--- config.mk ---
export PLATFORM = sky130hd
export DESIGN_NAME = lcd_line_scheduler
export DESIGN_NICKNAME = d
export VERILOG_FILES = /design/src/rtl/lcd_line_scheduler.sv
export SDC_FILE = /design/constraint.sdc
export NUM_CORES = 1
export LEC_CHECK = 0
export ABC_CLOCK_PERIOD_IN_PS = 7810
export BUFFER_PORTS_ARGS = -buffer_cell sky130_fd_sc_hd__buf_4
export CAP_MARGIN = 20
export CORE_MARGIN = 2
export CORE_UTILIZATION = 50
export CTS_CLUSTER_SIZE = 30
export DETAILED_ROUTE_END_ITERATION = 10
export PLACE_DENSITY_LB_ADDON = 0.12
export SLEW_MARGIN = 5
export SYNTH_ARGS = -nofsm -noshare
export SYNTH_HDL_FRONTEND = slang
export SYNTH_SLANG_ARGS = --single-unit
--- constraint.sdc ---
create_clock -name clk -period 7.81 [get_ports clk]
set_clock_uncertainty 0.15 [all_clocks]
set_input_delay 0.781 -clock clk [delete_from_list [all_inputs] [get_ports clk]]
set_output_delay 0.781 -clock clk [all_outputs]
set_load 0.01 [all_outputs]
--- src/rtl/lcd_line_scheduler.sv ---
// lcd_line_scheduler: owns the 8-bit HD44780 bus. It runs the power-up delay and
// the init command sequence, then arbitrates round-robin between two line
// streams (s0 -> line 1, s1 -> line 2). Each packet is preceded by a
// cursor-address command, and every byte goes through a setup/E-pulse/exec-wait
// engine.
module lcd_line_scheduler #(
  parameter int unsigned SETUP_CYC = 4,
  parameter int unsigned E_CYC     = 24,
  parameter int unsigned EXEC_CYC  = 2500,
  parameter int unsigned CLEAR_CYC = 100000,
  parameter int unsigned PWRUP_CYC = 1000000,
  parameter int unsigned CNT_W     = 21
) (
  input  logic       clk,
  input  logic       rst_n,
  input  logic       s0_valid,
  input  logic [7:0] s0_data,
  input  logic       s0_last,
  output logic       s0_ready,
  input  logic       s1_valid,
  input  logic [7:0] s1_data,
  input  logic       s1_last,
  output logic       s1_ready,
  output logic       init_done,
  output logic       busy,
  output logic       lcd_e,
  output logic       lcd_rs,
  output logic [7:0] lcd_data
);

  typedef enum logic [2:0] {
    ST_PWRUP, ST_INIT, ST_IDLE, ST_ADDR, ST_STREAM, ST_DRAIN
  } state_e;

  typedef enum logic [1:0] {
    EN_IDLE, EN_SETUP, EN_HIGH, EN_WAIT
  } eng_e;

  localparam logic [CNT_W-1:0] SETUP_LD   = CNT_W'(SETUP_CYC - 1);
  localparam logic [CNT_W-1:0] E_LD       = CNT_W'(E_CYC - 1);
  localparam logic [CNT_W-1:0] EXEC_LD    = CNT_W'(EXEC_CYC - 1);
  localparam logic [CNT_W-1:0] CLEAR_LD   = CNT_W'(CLEAR_CYC - 1);
  localparam logic [CNT_W-1:0] PWRUP_LAST = CNT_W'(PWRUP_CYC - 1);

  state_e           state_q, state_d;
  eng_e             eng_q, eng_d;
  logic [CNT_W-1:0] ecnt_q, ecnt_d;
  logic [CNT_W-1:0] pcnt_q, pcnt_d;
  logic [2:0]       init_idx_q, init_idx_d;
  logic             grant_q, grant_d;
  logic             rr_q, rr_d;
  logic [4:0]       chars_q, chars_d;
  logic             init_done_q, init_done_d;
  logic             busy_q, busy_d;
  logic             s0_ready_q, s0_ready_d;
  logic             s1_ready_q, s1_ready_d;
  logic             lcd_e_q, lcd_e_d;
  logic             lcd_rs_q, lcd_rs_d;
  logic [7:0]       lcd_data_q, lcd_data_d;

  logic             launch;
  logic             launch_rs;
  logic [7:0]       launch_data;
  logic             eng_ready;
  logic             eng_ready_nx;
  logic             hs;
  logic [7:0]       hs_data;
  logic             hs_last;
  logic [7:0]       init_cmd;

  // Top-level sequencing, byte engine and registered-output next-state logic.
  always_comb begin
    state_d     = state_q;
    eng_d       = eng_q;
    ecnt_d      = ecnt_q;
    pcnt_d      = pcnt_q;
    init_idx_d  = init_idx_q;
    grant_d     = grant_q;
    rr_d        = rr_q;
    chars_d     = chars_q;
    init_done_d = init_done_q;
    lcd_e_d     = lcd_e_q;
    lcd_rs_d    = lcd_rs_q;
    lcd_data_d  = lcd_data_q;
    launch      = 1'b0;
    launch_rs   = 1'b0;
    launch_data = '0;

    // The last wait cycle already counts as idle so back-to-back bytes are
    // spaced exactly SETUP+E+wait cycles apart.
    eng_ready = (eng_q == EN_IDLE) || ((eng_q == EN_WAIT) && (ecnt_q == '0));

    hs      = grant_q ? (s1_ready_q & s1_valid) : (s0_ready_q & s0_valid);
    hs_data = grant_q ? s1_data : s0_data;
    hs_last = grant_q ? s1_last : s0_last;

    case (init_idx_q)
      3'd0:    init_cmd = 8'h38;
      3'd1:    init_cmd = 8'h0C;
      3'd2:    init_cmd = 8'h06;
      default: init_cmd = 8'h01;
    endcase

    case (state_q)
      ST_PWRUP: begin
        if (pcnt_q == PWRUP_LAST) state_d = ST_INIT;
        else                      pcnt_d  = pcnt_q + CNT_W'(1);
      end
      ST_INIT: begin
        if (eng_ready) begin
          if (init_idx_q == 3'd4) begin
            init_done_d = 1'b1;
            state_d     = ST_IDLE;
          end else begin
            launch      = 1'b1;
            launch_data = init_cmd;
            init_idx_d  = init_idx_q + 3'd1;
          end
        end
      end
      ST_IDLE: begin
        if (s0_valid || s1_valid) begin
          grant_d = (s0_valid && s1_valid) ? rr_q : s1_valid;
          state_d = ST_ADDR;
        end
      end
      ST_ADDR: begin
        if (eng_ready) begin
          launch      = 1'b1;
          launch_data = grant_q ? 8'hC0 : 8'h80;
          chars_d     = '0;
          state_d     = ST_STREAM;
        end
      end
      ST_STREAM: begin
        if (hs) begin
          launch      = 1'b1;
          launch_rs   = 1'b1;
          launch_data = hs_data;
          chars_d     = chars_q + 5'd1;
          if (hs_last || (chars_q == 5'd15)) state_d = ST_DRAIN;
        end
      end
      ST_DRAIN: begin
        if (eng_ready) begin
          rr_d    = ~grant_q;
          state_d = ST_IDLE;
        end
      end
      default: state_d = ST_PWRUP;
    endcase

    case (eng_q)
      EN_SETUP: begin
        if (ecnt_q == '0) begin
          eng_d   = EN_HIGH;
          ecnt_d  = E_LD;
          lcd_e_d = 1'b1;
        end else begin
          ecnt_d = ecnt_q - CNT_W'(1);
        end
      end
      EN_HIGH: begin
        if (ecnt_q == '0) begin
          eng_d   = EN_WAIT;
          ecnt_d  = (!lcd_rs_q && (lcd_data_q == 8'h01)) ? CLEAR_LD : EXEC_LD;
          lcd_e_d = 1'b0;
        end else begin
          ecnt_d = ecnt_q - CNT_W'(1);
        end
      end
      EN_WAIT: begin
        if (ecnt_q == '0) eng_d  = EN_IDLE;
        else              ecnt_d = ecnt_q - CNT_W'(1);
      end
      default: ;
    endcase

    if (launch) begin
      eng_d      = EN_SETUP;
      ecnt_d     = SETUP_LD;
      lcd_rs_d   = launch_rs;
      lcd_data_d = launch_data;
    end

    // Ready is registered, so it is derived from the engine's next state:
    // a launch this cycle moves the engine to SETUP and drops ready.
    eng_ready_nx = (eng_d == EN_IDLE) || ((eng_d == EN_WAIT) && (ecnt_d == '0));
    s0_ready_d   = (state_d == ST_STREAM) && eng_ready_nx && !grant_d;
    s1_ready_d   = (state_d == ST_STREAM) && eng_ready_nx && grant_d;
    busy_d       = (state_d != ST_IDLE);
  end

  // State and output registers with asynchronous active-low reset.
  always_ff @(posedge clk or negedge rst_n) begin
    if (!rst_n) begin
      state_q     <= ST_PWRUP;
      eng_q       <= EN_IDLE;
      ecnt_q      <= '0;
      pcnt_q      <= '0;
      init_idx_q  <= '0;
      grant_q     <= 1'b0;
      rr_q        <= 1'b0;
      chars_q     <= '0;
      init_done_q <= 1'b0;
      busy_q      <= 1'b1;
      s0_ready_q  <= 1'b0;
      s1_ready_q  <= 1'b0;
      lcd_e_q     <= 1'b0;
      lcd_rs_q    <= 1'b0;
      lcd_data_q  <= '0;
    end else begin
      state_q     <= state_d;
      eng_q       <= eng_d;
      ecnt_q      <= ecnt_d;
      pcnt_q      <= pcnt_d;
      init_idx_q  <= init_idx_d;
      grant_q     <= grant_d;
      rr_q        <= rr_d;
      chars_q     <= chars_d;
      init_done_q <= init_done_d;
      busy_q      <= busy_d;
      s0_ready_q  <= s0_ready_d;
      s1_ready_q  <= s1_ready_d;
      lcd_e_q     <= lcd_e_d;
      lcd_rs_q    <= lcd_rs_d;
      lcd_data_q  <= lcd_data_d;
    end
  end

  assign s0_ready  = s0_ready_q;
  assign s1_ready  = s1_ready_q;
  assign init_done = init_done_q;
  assign busy      = busy_q;
  assign lcd_e     = lcd_e_q;
  assign lcd_rs    = lcd_rs_q;
  assign lcd_data  = lcd_data_q;

endmodule

==> reports/results.tsv, run 1 <==
stage	metric	value	unit
outcome	status	finished, final reports clean	
drt	DRC	0	
layout	fillcell total	687	
cts	cts bufs inserted	9	
run	max_cap viols	0	
drt	WL/cell	17.5	µm
sta	count of pins over their slew limit	0	
floorplanning	Initial Utilization	52.1	%
critical_path	Crit Path Category	flop to flop	
critical_path	CP dominant cell by count	nor4_1	
critical_path	critical path capture point type	flop	
floorplanning	Core Region	0.00781	mm²
global_route	grt met2 use	36.3	%
yosys	Post-Synth Adder-Cell Area	2.77	%
placed_design	hpwl dp	7.26	mm
yosys	Main synth FF type	dfrtp_1	
critical_path	reg2reg setup slack	4.21	ns
critical_path	family with the most delay on the worst path	simple AND/OR/NAND/NOR gates	
sta	final worst path period share	46.1	%
yosys	post-synthesis register bit count	71	
pwr	Power Density	151	mW/mm²
floorplanning	IO Count	36	
floorplanning	Die Height	94.2	µm
cts	post-CTS sizing	0	
cts	H-tree levels	3	
yosys	Synth Instances	438	
drt	DR vias/cell	6.11	
placed_design	global placer's final weighted congestion	0.919	
global_route	largest net degree at the start of global routing	72	
yosys	Post-synth EDFFs	0	
global_route	GR Overflow Total	0	
cts	clk_lat worst skew	0.35	ns
global_route	layer with the highest usage	met2	
drt	DR pass1 iterations	5	
critical_path	crit path cell chain	nor4_1, nand3_1, nor2_2, inv_2, ha_1, inv_1, mux2i_1, nor2_1, o311a_1, nand4_1, nor4_1, a31oi_1, nor4b_2	
layout	fraction of layout cells with a size suffix above 1	15.4	%
drt	vias	3526	
layout	n_diodes	0	
cts	clk sink count	71	
critical_path	critical path launch point type	flop	
placed_design	PortBufs	35	
critical_path	Slowest-stage cell, CP	nor4_1	
cts	Clk pin slew, worst setup/hold paths	0.08	ns
global_route	met1 Usage GRT	35.6	%
cts	post-CTS setup buffers	0	
drt	final WL	10.1	mm
sta	FMAX	278	MHz
cts	hold buffer count at CTS	0	
sta	final count of hold timing violations	0	
yosys	Yosys warnings	0	
sta	minimum clock period	3.60	ns
global_route	first-pass GRT wire length	16.7	mm
yosys	post-synthesis xor/xnor area fraction	6.03	%
yosys	Avg Synthesized Cell Area	9.29	µm²
yosys	Synth Area in Simple Gates	25.1	%
cts	CTS tree	done	
critical_path	Req. time, crit path	7.93	ns
critical_path	critical-path maximum fanout	10	
sta	RSZ-0062 raised after global routing	false	
critical_path	critical path's largest stage delay	0.68	ns
yosys	main combinational cell family by area after synthesis	simple AND/OR/NAND/NOR gates	
yosys	FFs w/ async S/R, synth	100	%
global_route	vias in the first global route	3313	
floorplanning	Rows	32	
yosys	multiplexer share of the synthesized area	3.54	%
yosys	top post-synthesis cells by area	dfrtp_1 (43%), nor2_1 (4.3%), nand2_1 (4.2%)	
cts	clk buf depth	2	
yosys	Netlist cell types	69	
global_route	GRT met3 Usage	4.25	%
yosys	cell area after synthesis	0.00407	mm²
global_route	initial antenna violation count	0	
global_route	GRT Overall Usage	24.3	%
yosys	Synth Area in Compound Gates	16.0	%
pwr	Peak VDD IR	0.0951	mV
floorplanning	chip width	94.2	µm
yosys	area leader, netlist	dfrtp_1	
yosys	net count after synthesis	469	
yosys	Yosys top cell area share	43.0	%
layout	Final Net Count	501	
cts	Root Driver	clkbuf_8	
pwr	P_leak	1.87	nW
drt	Detailed Route Iter0 Violations	233	
floorplanning	die footprint	0.00888	mm²
yosys	Seq/Total Area, Yosys	43.7	%
layout	Layout Utilization	59.1	%
drt	Final ANT Viol Nets	0	
critical_path	WP buf/inv	2	
yosys	most instantiated cells after synthesis	dfrtp_1 (70), nor2_1 (47), nand2_1 (45), o21ai_0 (23)	
sta	slew at the pin closest to its max-slew limit	0.913	ns
yosys	cell with the most instances after synthesis	dfrtp_1	
sta	setup_tns	0	ns
sta	Rel. slew slack	39.1	%
sta	Final setup viols	0	
critical_path	Data arrival, critical path	3.72	ns
worst_hold_path	min-delay worst type	flop to flop	
layout	Area Overhead vs Synth	13.3	%
-- through the flow --
stage | area (µm²) | hold slack (ns) | worst slack (ns) | power [mW] | std cells
final | 4610 | 0.325 | 4.21 | 0.698 | 577
after floorplan | 4070 | 0.287 | 4.87 | 0.376 | 438
after global placement | 4390 | 0.309 | 4.32 | 0.392 | 560
after detailed placement | 4400 | 0.315 | 4.25 | 0.392 | 561
after global routing | 4610 | 0.340 | 3.90 | 0.721 | 577
after CTS | 4610 | 0.330 | 4.27 | 0.703 | 577
-- flip-flops by register name (all words and copies together), names as in the netlist, 2 cells and up --
| signal | flops |
|---|---|
| ecnt_q | 21 |
| pcnt_q | 21 |
| lcd_data | 8 |
| chars_q | 5 |
| init_idx_q | 3 |
| state_q | 3 |
| eng_q | 2 |
-- layer usage --
layer | up-vias | share of wire [%]
li1 | 1663 | -
met1 | 1702 | 46
met2 | 136 | 46
met3 | 25 | 5.9
met4 | 0 | 2.5
met5 | - | 0
-- logic make-up after synthesis --
kind of cell               after synthesis
AOI/OAI and AO/OA                       96
xor gates and xnor gates                28
adders and majority gates                9
buffers and inverters                   28
DFF                                     71
muxes                                   14
and+or+nand+nor                        192
-- cell usage in the layout, fill, tap and decap left out, types with 5 or more instances in the layout --
| cell | Yosys | layout |
|---|---|---|
| dfrtp_1 | 70 | 70 |
| nor2_1 | 47 | 47 |
| nand2_1 | 45 | 45 |
| buf_4 | 0 | 36 |
| o21ai_0 | 23 | 23 |
| a21oi_1 | 18 | 18 |
| nand3_1 | 18 | 18 |
| xnor2_1 | 17 | 17 |
| nor3_1 | 14 | 14 |
| nand4_1 | 14 | 14 |
| xor2_1 | 11 | 11 |
| mux2i_1 | 11 | 11 |
| clkbuf_8 | 0 | 11 |
| inv_1 | 10 | 10 |
| ha_1 | 9 | 9 |
| nor4_1 | 8 | 8 |
| o211ai_1 | 7 | 7 |
| o21ai_1 | 6 | 6 |
| and3_1 | 5 | 5 |
| or2_2 | 5 | 5 |
| or4_1 | 5 | 5 |
-- path summary, 6_finish.rpt --
path	startpoint	end	depth (start not counted)
worst max-delay path	ecnt_q[14]	s1_ready	13
worst min-delay path	pcnt_q[5]	pcnt_q[5]	1
worst max register to register	ecnt_q[14]	s1_ready	13
worst min register to register	pcnt_q[5]	pcnt_q[5]	1
max in group asynchronous	rst_n	grant_q	1
min in group asynchronous	rst_n	pcnt_q[15]	1
-- area by class of cell --
class / instances / area (µm²) / share of cell area, %
inverters: 12 / 45.0 / 0.977
flip-flops and latches: 71 / 1780 / 38.6
repair buffers: 37 / 282 / 6.10
multi-input cells: 339 / 2170 / 47.1
clock inverters: 4 / 52.6 / 1.14
clock buffers: 12 / 155 / 3.36
well taps: 102 / 128 / 2.77
-- power by group --
group	leakage, nW	internal, mW	switching, mW
clock network	0.107	0.166	0.147
logic	0.898	0.00754	0.00959
registers	0.861	0.367	0
total	1.87	0.541	0.157
Power figures use the tool's default switching activity.
==> inputs of run 2 (changes only) <==
--- a/config.mk
+++ b/config.mk
@@ -5,7 +5,7 @@
 export SDC_FILE = /design/constraint.sdc
 export NUM_CORES = 1
 export LEC_CHECK = 0
-export ABC_CLOCK_PERIOD_IN_PS = 7810
+export ABC_CLOCK_PERIOD_IN_PS = 3700
 export BUFFER_PORTS_ARGS = -buffer_cell sky130_fd_sc_hd__buf_4
 export CAP_MARGIN = 20
 export CORE_MARGIN = 2
==> constraint.sdc (replaced) <==
create_clock -name clk -period 3.7 [get_ports clk]
set_clock_uncertainty 0.15 [all_clocks]
set_input_delay 0.37 -clock clk [delete_from_list [all_inputs] [get_ports clk]]
set_output_delay 0.37 -clock clk [all_outputs]
set_load 0.01 [all_outputs]
==> run 2 against run 1 <==
Effect of this change: the flow now finishes with violations (negative hold slack); sequential share of layout area is 0.58 points lower; total power is 110% higher; die area stayed put; wire length is 0.77% higher; setup slack worse by 3.8 ns; fmax is 10% higher; clock power is 110% higher; final area is 1.5% higher; sequential power is 110% higher; critical path depth stayed put; core utilization is 0.90 points higher; clock-buffer cell count is 1 lower; critical path type unchanged.
==> reports/results.tsv, run 2 (synthesis gave the netlist of run 1 again) <==
stage	metric	value	unit	change
cts	post-CTS setup buffers	0		unchanged
critical_path	worst r2r src	ecnt_q[9]		
layout	cell area after layout	0.00468	mm²	+1.5%
cts	hold buffer count at CTS	0		unchanged
floorplanning	Rows	32		unchanged
floorplanning	chip width	94.2	µm	unchanged
cts	CTS tree	done		
cts	Clk pin slew, worst setup/hold paths	0.08	ns	about the same
cts	H-tree levels	3		unchanged
critical_path	critical path launch point type	flop		
drt	vias	3500		-0.74%
placed_design	PortBufs	35		unchanged
placed_design	Cells after DPL	569		+1.4%
sta	Worst Hold Slack	-0.0348	ns	-0.360 ns
layout	fraction of layout cells with a size suffix above 1	17.2	%	+1.8 points
global_route	GR Overflow Total	0		unchanged
layout	fillcell total	666		-3.1%
global_route	first-pass GRT wire length	17.0	mm	+1.8%
cts	clk buf depth	2		unchanged
drt	Final ANT Viol Nets	0		unchanged
placed_design	Cell Area, Placed	0.00446	mm²	+1.3%
sta	setup_tns	0	ns	unchanged
global_route	largest net degree at the start of global routing	72		unchanged
cts	post-CTS sizing	0		unchanged
placed_design	hpwl dp	7.44	mm	+2.4%
cts	clk_lat worst skew	0.35	ns	about the same
global_route	initial antenna violation count	0		unchanged
critical_path	Crit Path Category	flop to flop		
drt	DR pass1 iterations	4		-1
critical_path	critical path capture point type	flop		
sta	count of pins over their slew limit	0		unchanged
sta	RSZ-0062 raised after global routing	false		
critical_path	Data arrival, critical path	3.37	ns	-0.35 ns
outcome	failing checks	negative hold slack		
layout	Layout Utilization	60.0	%	+0.90 points
drt	WL/cell	17.4	µm	-0.61%
critical_path	R2R depth	13		unchanged
drt	final WL	10.2	mm	+0.77%
global_route	layer with the highest usage	met2		
global_route	GRT Overall Usage	24.7	%	+0.43 points
drt	DRC	0		unchanged
floorplanning	Core Region	0.00781	mm²	unchanged
critical_path	Setup crit start	ecnt_q[9]		
pwr	P_leak	1.90	nW	+2.1%
placed_design	global placer's final weighted congestion	0.911		-0.86%
layout	Final Net Count	509		+1.6%
cts	cts bufs inserted	9		unchanged
cts	clk sink count	71		unchanged
pwr	Peak VDD IR	0.261	mV	+170%
sta	final count of hold timing violations	23		+23
floorplanning	Initial Utilization	52.1	%	unchanged
sta	FMAX	306	MHz	+10%
critical_path	reg2reg setup slack	0.43	ns	-3.78 ns
layout	commonest cells after routing, fill and taps aside	dfrtp_1 (70), nor2_1 (47), nand2_1 (45), buf_4 (45), o21ai_0 (23)		
layout	Reg area	0.00178	mm²	unchanged
layout	most common cell after layout, fill and taps aside	dfrtp_1		
pwr	Power Density	315	mW/mm²	+110%
global_route	vias in the first global route	3437		+3.7%
outcome	status	complete, but fails checks		
layout	Final Instance Count excl. Fillers	585		+1.4%
drt	DR vias/cell	5.98		-2.1%
global_route	met1 Usage GRT	34.0	%	-1.7 points
run	max_cap viols	0		unchanged
layout	n_diodes	0		unchanged
critical_path	critical-path maximum fanout	10		unchanged
layout	Area Overhead vs Synth	15.0	%	
sta	Rel. slew slack	42.0	%	+2.9 points
sta	minimum clock period	3.27	ns	-0.334 ns
cts	Root Driver	clkbuf_8		
floorplanning	Die Height	94.2	µm	unchanged
critical_path	R2R Path End	s1_ready		
sta	final worst path period share	88.3	%	+42 points
drt	Detailed Route Iter0 Violations	233		unchanged
critical_path	Req. time, crit path	3.81	ns	-4.12 ns
layout	area of the multi-input gates	0.00218	mm²	+0.29%
floorplanning	die footprint	0.00888	mm²	unchanged
worst_hold_path	min-delay worst type	input pin to asynchronous set/reset pin		
floorplanning	IO Count	36		unchanged
global_route	grt met2 use	38.3	%	+2.0 points
sta	Final setup viols	0		unchanged
sta	slew at the pin closest to its max-slew limit	0.870	ns	-0.0430 ns
global_route	GRT met3 Usage	5.46	%	+1.2 points
[run 2: how the worst max path moves through the flow]
stage	end	cells past startpoint
after global placement	s1_ready	13
after global routing	s0_ready	15
final	s1_ready	13
after floorplan	s1_ready	15
after CTS	s1_ready	13
after detailed placement	s1_ready	13
[run 2: through the flow]
| stage | power, mW | setup WS, ns |
|---|---|---|
| 2_1_floorplan | 0.794 | 0.759 |
| 3_3_place_gp | 0.827 | 0.597 |
| 3_5_place_dp | 0.827 | 0.394 |
| 4_1_cts | 1.50 | 0.350 |
| 5_1_grt | 1.53 | 0.0560 |
| 6_report | 1.47 | 0.434 |
[run 2: layout make-up]
| class | count | share of cell area [%] |
|---|---|---|
| Timing Repair Buffer | 45 | 7.22 |
| Tap cell | 102 | 2.73 |
| Clock inverter | 5 | 1.36 |
| Multi-Input combinational cell | 339 | 46.5 |
| Sequential cell | 71 | 38.0 |
| Clock buffer | 11 | 3.23 |
| Inverter | 12 | 0.962 |
[run 2: report_power, final]
group          internal, mW  switching (mW)  total, mW
Clock                 0.353           0.311      0.663
Combinational        0.0159          0.0192     0.0351
Sequential            0.775               0      0.775
Total                  1.14           0.330       1.47
[run 2: worst max-delay path, stage by stage, from the launching register on]
cell and delay (ns):
dfrtp_1 0.48, nor4_2 0.43, nand3_1 0.24, nor2_2 0.27, inv_2 0.14, ha_1 0.30, inv_1 0.07, mux2i_1 0.06
nor2_1 0.09, o311a_1 0.17, nand4_1 0.09, nor4_1 0.24, a31oi_1 0.17, nor4b_2 0.25
[run 2: layer usage]
layer	share of wire, %	routed length [µm]
met1	46	4680
met5	0	0
met2	47	4810
met3	5.1	520
met4	1.8	186
==> inputs of run 3 (changes only) <==
--- a/config.mk
+++ b/config.mk
@@ -5,6 +5,7 @@
 export SDC_FILE = /design/constraint.sdc
 export NUM_CORES = 1
 export LEC_CHECK = 0
+export ABC_AREA = 1
 export ABC_CLOCK_PERIOD_IN_PS = 3700
 export BUFFER_PORTS_ARGS = -buffer_cell sky130_fd_sc_hd__buf_4
 export CAP_MARGIN = 20
==> run 3 against run 2 <==
Effect of this change: the flow still finishes with violations (negative hold slack); first-iteration DRC count down 16%; synthesized area grew 7.2%; final area rose by 5.2%; clock-buffer cell count is 1 lower; cell count rose by 25%; non-clock buffer count fell by 9; clock power rose by 2%; register-to-register slack improved by 0.27 ns; critical endpoint is now s0_ready; highest routed layer unchanged.
==> reports/results.tsv, run 3 <==
stage	metric	value	unit	change
critical_path	Req. time, crit path	3.83	ns	+0.02 ns
yosys	Main synth FF type	dfrtp_1		
global_route	first-pass GRT wire length	17.9	mm	+5.1%
cts	clk sink count	71		unchanged
outcome	failing checks	negative hold slack		
critical_path	R2R depth	21		+8
floorplanning	Initial Utilization	50.8	%	-1.4 points
drt	final WL	10.5	mm	+2.8%
global_route	initial antenna violation count	0		unchanged
yosys	Yosys top cell area share	40.1	%	-2.9 points
critical_path	family with the most delay on the worst path	simple AND/OR/NAND/NOR gates		
global_route	vias in the first global route	3858		+12%
critical_path	CP dominant cell by count	nand2_1		
layout	commonest cells after routing, fill and taps aside	nand2_1 (147), nor2_1 (84), dfrtp_1 (70)		
yosys	Synth Instances	582		+33%
yosys	cell with the most instances after synthesis	nand2_1		
yosys	Avg Synthesized Cell Area	7.50	µm²	-19%
yosys	net count after synthesis	613		+31%
cts	Root Driver	clkbuf_8		
global_route	GRT met3 Usage	4.46	%	-1.0 points
placed_design	global placer's final weighted congestion	0.876		-3.9%
critical_path	crit path cell chain	inv_1, ha_1, nand2_4, nor2_8, nand2_2, inv_1, nand2_1, ha_1, nand2_1, o21ai_0, nor2_1, o21ai_0, a21oi_1, nand2_1, nor2_1, nand2_1, nor2_1, nand2_1, o21ai_1, nand2_1, nor2_1		
floorplanning	Die Height	97.4	µm	+3.4%
global_route	layer with the highest usage	met2		
yosys	cell area after synthesis	0.00436	mm²	+7.2%
sta	Worst Hold Slack	-0.0422	ns	-0.00736 ns
global_route	grt met2 use	37.8	%	-0.45 points
cts	clk buf depth	2		unchanged
yosys	post-synthesis register bit count	71		unchanged
floorplanning	die footprint	0.00949	mm²	+6.9%
critical_path	critical path capture point type	flop		
outcome	status	complete, but fails checks		
sta	setup_tns	0	ns	unchanged
pwr	total chip power	1.50	mW	+1.9%
layout	Final Net Count	651		+28%
cts	H-tree levels	3		unchanged
cts	clk_lat worst skew	0.36	ns	about the same
drt	DR vias/cell	5.24		-12%
critical_path	reg2reg setup slack	0.71	ns	+0.27 ns
sta	Final setup viols	0		unchanged
sta	RSZ-0062 raised after global routing	false		
critical_path	WP buf/inv	2		unchanged
yosys	FFs w/ async S/R, synth	100	%	unchanged
sta	final count of hold timing violations	16		-30%
sta	fin worst setup slack	0.708	ns	+0.274 ns
layout	most common cell after layout, fill and taps aside	nand2_1		
yosys	Yosys warnings	0		unchanged
critical_path	R2R Path End	s0_ready		
drt	DR pass1 iterations	5		+1
run	max_cap viols	0		unchanged
layout	n_diodes	0		unchanged
sta	Rel. slew slack	40.1	%	-1.9 points
pwr	Power Density	305	mW/mm²	-3.1%
drt	WL/cell	14.3	µm	-18%
layout	Area Overhead vs Synth	12.9	%	
placed_design	Setup WS pre-CTS	0.772	ns	+0.378 ns
yosys	Post-synth EDFFs	0		unchanged
yosys	top post-synthesis cells by area	dfrtp_1 (40%), nand2_1 (13%), nor2_1 (7.2%)		
yosys	area leader, netlist	dfrtp_1		
layout	area of the multi-input gates	0.00225	mm²	+3.2%
drt	DRC	0		unchanged
floorplanning	Core Region	0.00859	mm²	+10%
critical_path	Data arrival, critical path	3.12	ns	-0.25 ns
cts	post-CTS setup buffers	0		unchanged
global_route	GRT Overall Usage	23.2	%	-1.5 points
cts	CTS tree	done		
worst_hold_path	min-delay worst type	input pin to asynchronous set/reset pin		
layout	Reg area	0.00178	mm²	unchanged
sta	count of pins over their slew limit	0		unchanged
yosys	Seq/Total Area, Yosys	40.8	%	-2.9 points
critical_path	Slowest-stage cell, CP	dfrtp_1		
critical_path	worst r2r src	ecnt_q[0]		
drt	Detailed Route Iter0 Violations	195		-16%
global_route	largest net degree at the start of global routing	72		unchanged
cts	hold buffer count at CTS	0		unchanged
critical_path	critical-path maximum fanout	6		-4
global_route	GR Overflow Total	0		unchanged
layout	fillcell total	828		+24%
sta	minimum clock period	2.99	ns	-0.274 ns
placed_design	hpwl dp	7.73	mm	+3.9%
drt	Final ANT Viol Nets	0		unchanged
floorplanning	IO Count	36		unchanged
pwr	P_leak	2.50	nW	+31%
critical_path	critical path's largest stage delay	0.39	ns	-0.09 ns
cts	post-CTS sizing	0		unchanged
sta	FMAX	334	MHz	+9.2%
layout	Layout Utilization	57.3	%	-2.6 points
yosys	most instantiated cells after synthesis	nand2_1 (147), nor2_1 (84), dfrtp_1 (70), inv_1 (69), nand3_1 (48)		
sta	slew at the pin closest to its max-slew limit	0.898	ns	+0.0279 ns
global_route	met1 Usage GRT	29.6	%	-4.3 points
layout	fraction of layout cells with a size suffix above 1	14.7	%	-2.5 points
cts	Clk pin slew, worst setup/hold paths	0.09	ns	about the same
placed_design	PortBufs	35		unchanged
yosys	Netlist cell types	44		-36%
floorplanning	chip width	97.4	µm	+3.4%
drt	vias	3839		+9.7%
pwr	Peak VDD IR	0.237	mV	-9.2%
cts	cts bufs inserted	9		unchanged
critical_path	Crit Path Category	flop to flop		
sta	final worst path period share	80.9	%	-7.4 points
floorplanning	Rows	34		+6.3%
critical_path	critical path launch point type	flop		
==> run 3: cell count changes after synthesis, moves of 8 or more <==
cell      delta
clkbuf_1     -8
nor2_1      +37
nand2_1    +102
xnor2_1     -10
inv_1       +59
xor2_1      +10
mux2i_1     -10
nand3_1     +30
==> run 3: worst max-delay path by stage <==
stage,startpoint,endpoint,depth (start not counted)
CTS,ecnt_q[0],s0_ready,21
global placement,ecnt_q[0],s0_ready,21
finish,ecnt_q[0],s0_ready,21
detailed placement,ecnt_q[0],s1_ready,21
global route,ecnt_q[0],s0_ready,21
floorplan,ecnt_q[0],s0_ready,21
==> run 3: metal layers <==
layer  vias up  routed length [µm]
met1      1796                4700
li1       1937                   -
met3        23                 469
met2        83                5070
met4         0                 246
met5         -                   0
==> run 3: cells by family after synthesis <==
group	Yosys count	synth area share [%]
AOI/OAI and AO/OA	49	6.48
xor gates and xnor gates	28	5.62
adders and majority gates	9	2.58
buffers and inverters	84	7.71
DFF	71	40.8
muxes	1	0.229
and+or+nand+nor	340	36.6
==> run 3: report_power, final <==
| group | switching, mW | internal, mW | leakage, nW | total, mW |
|---|---|---|---|---|
| logic | 0.0255 | 0.0188 | 1.51 | 0.0443 |
| registers | 0.00397 | 0.776 | 0.889 | 0.780 |
| clock network | 0.300 | 0.377 | 0.102 | 0.678 |
==> run 3: stage by stage <==
step / std cells / area, µm²
2_1_floorplan: 582 / 4360
3_3_place_gp: 717 / 4710
3_5_place_dp: 717 / 4710
4_1_cts: 733 / 4930
5_1_grt: 733 / 4930
6_report: 733 / 4930
==> run 3: layout make-up <==
type / instances / area share, %
Tap cell: 108 / 2.74
Clock inverter: 6 / 1.73
Clock buffer: 10 / 2.59
Inverter: 75 / 5.72
Sequential cell: 71 / 36.1
Timing Repair Buffer: 36 / 5.49
Multi-Input combinational cell: 427 / 45.6
==> run 3: worst reg2reg max path, cell delays in order, from the launching register on <==
cell and delay [ns]:
dfrtp_1 0.39, inv_1 0.10, ha_1 0.24, nand2_4 0.11
nor2_8 0.17, nand2_2 0.09, inv_1 0.15, nand2_1 0.12
ha_1 0.28, nand2_1 0.06, o21ai_0 0.08, nor2_1 0.09
o21ai_0 0.10, a21oi_1 0.14, nand2_1 0.06, nor2_1 0.10
nand2_1 0.06, nor2_1 0.08, nand2_1 0.05, o21ai_1 0.13
nand2_1 0.08, nor2_1 0.10
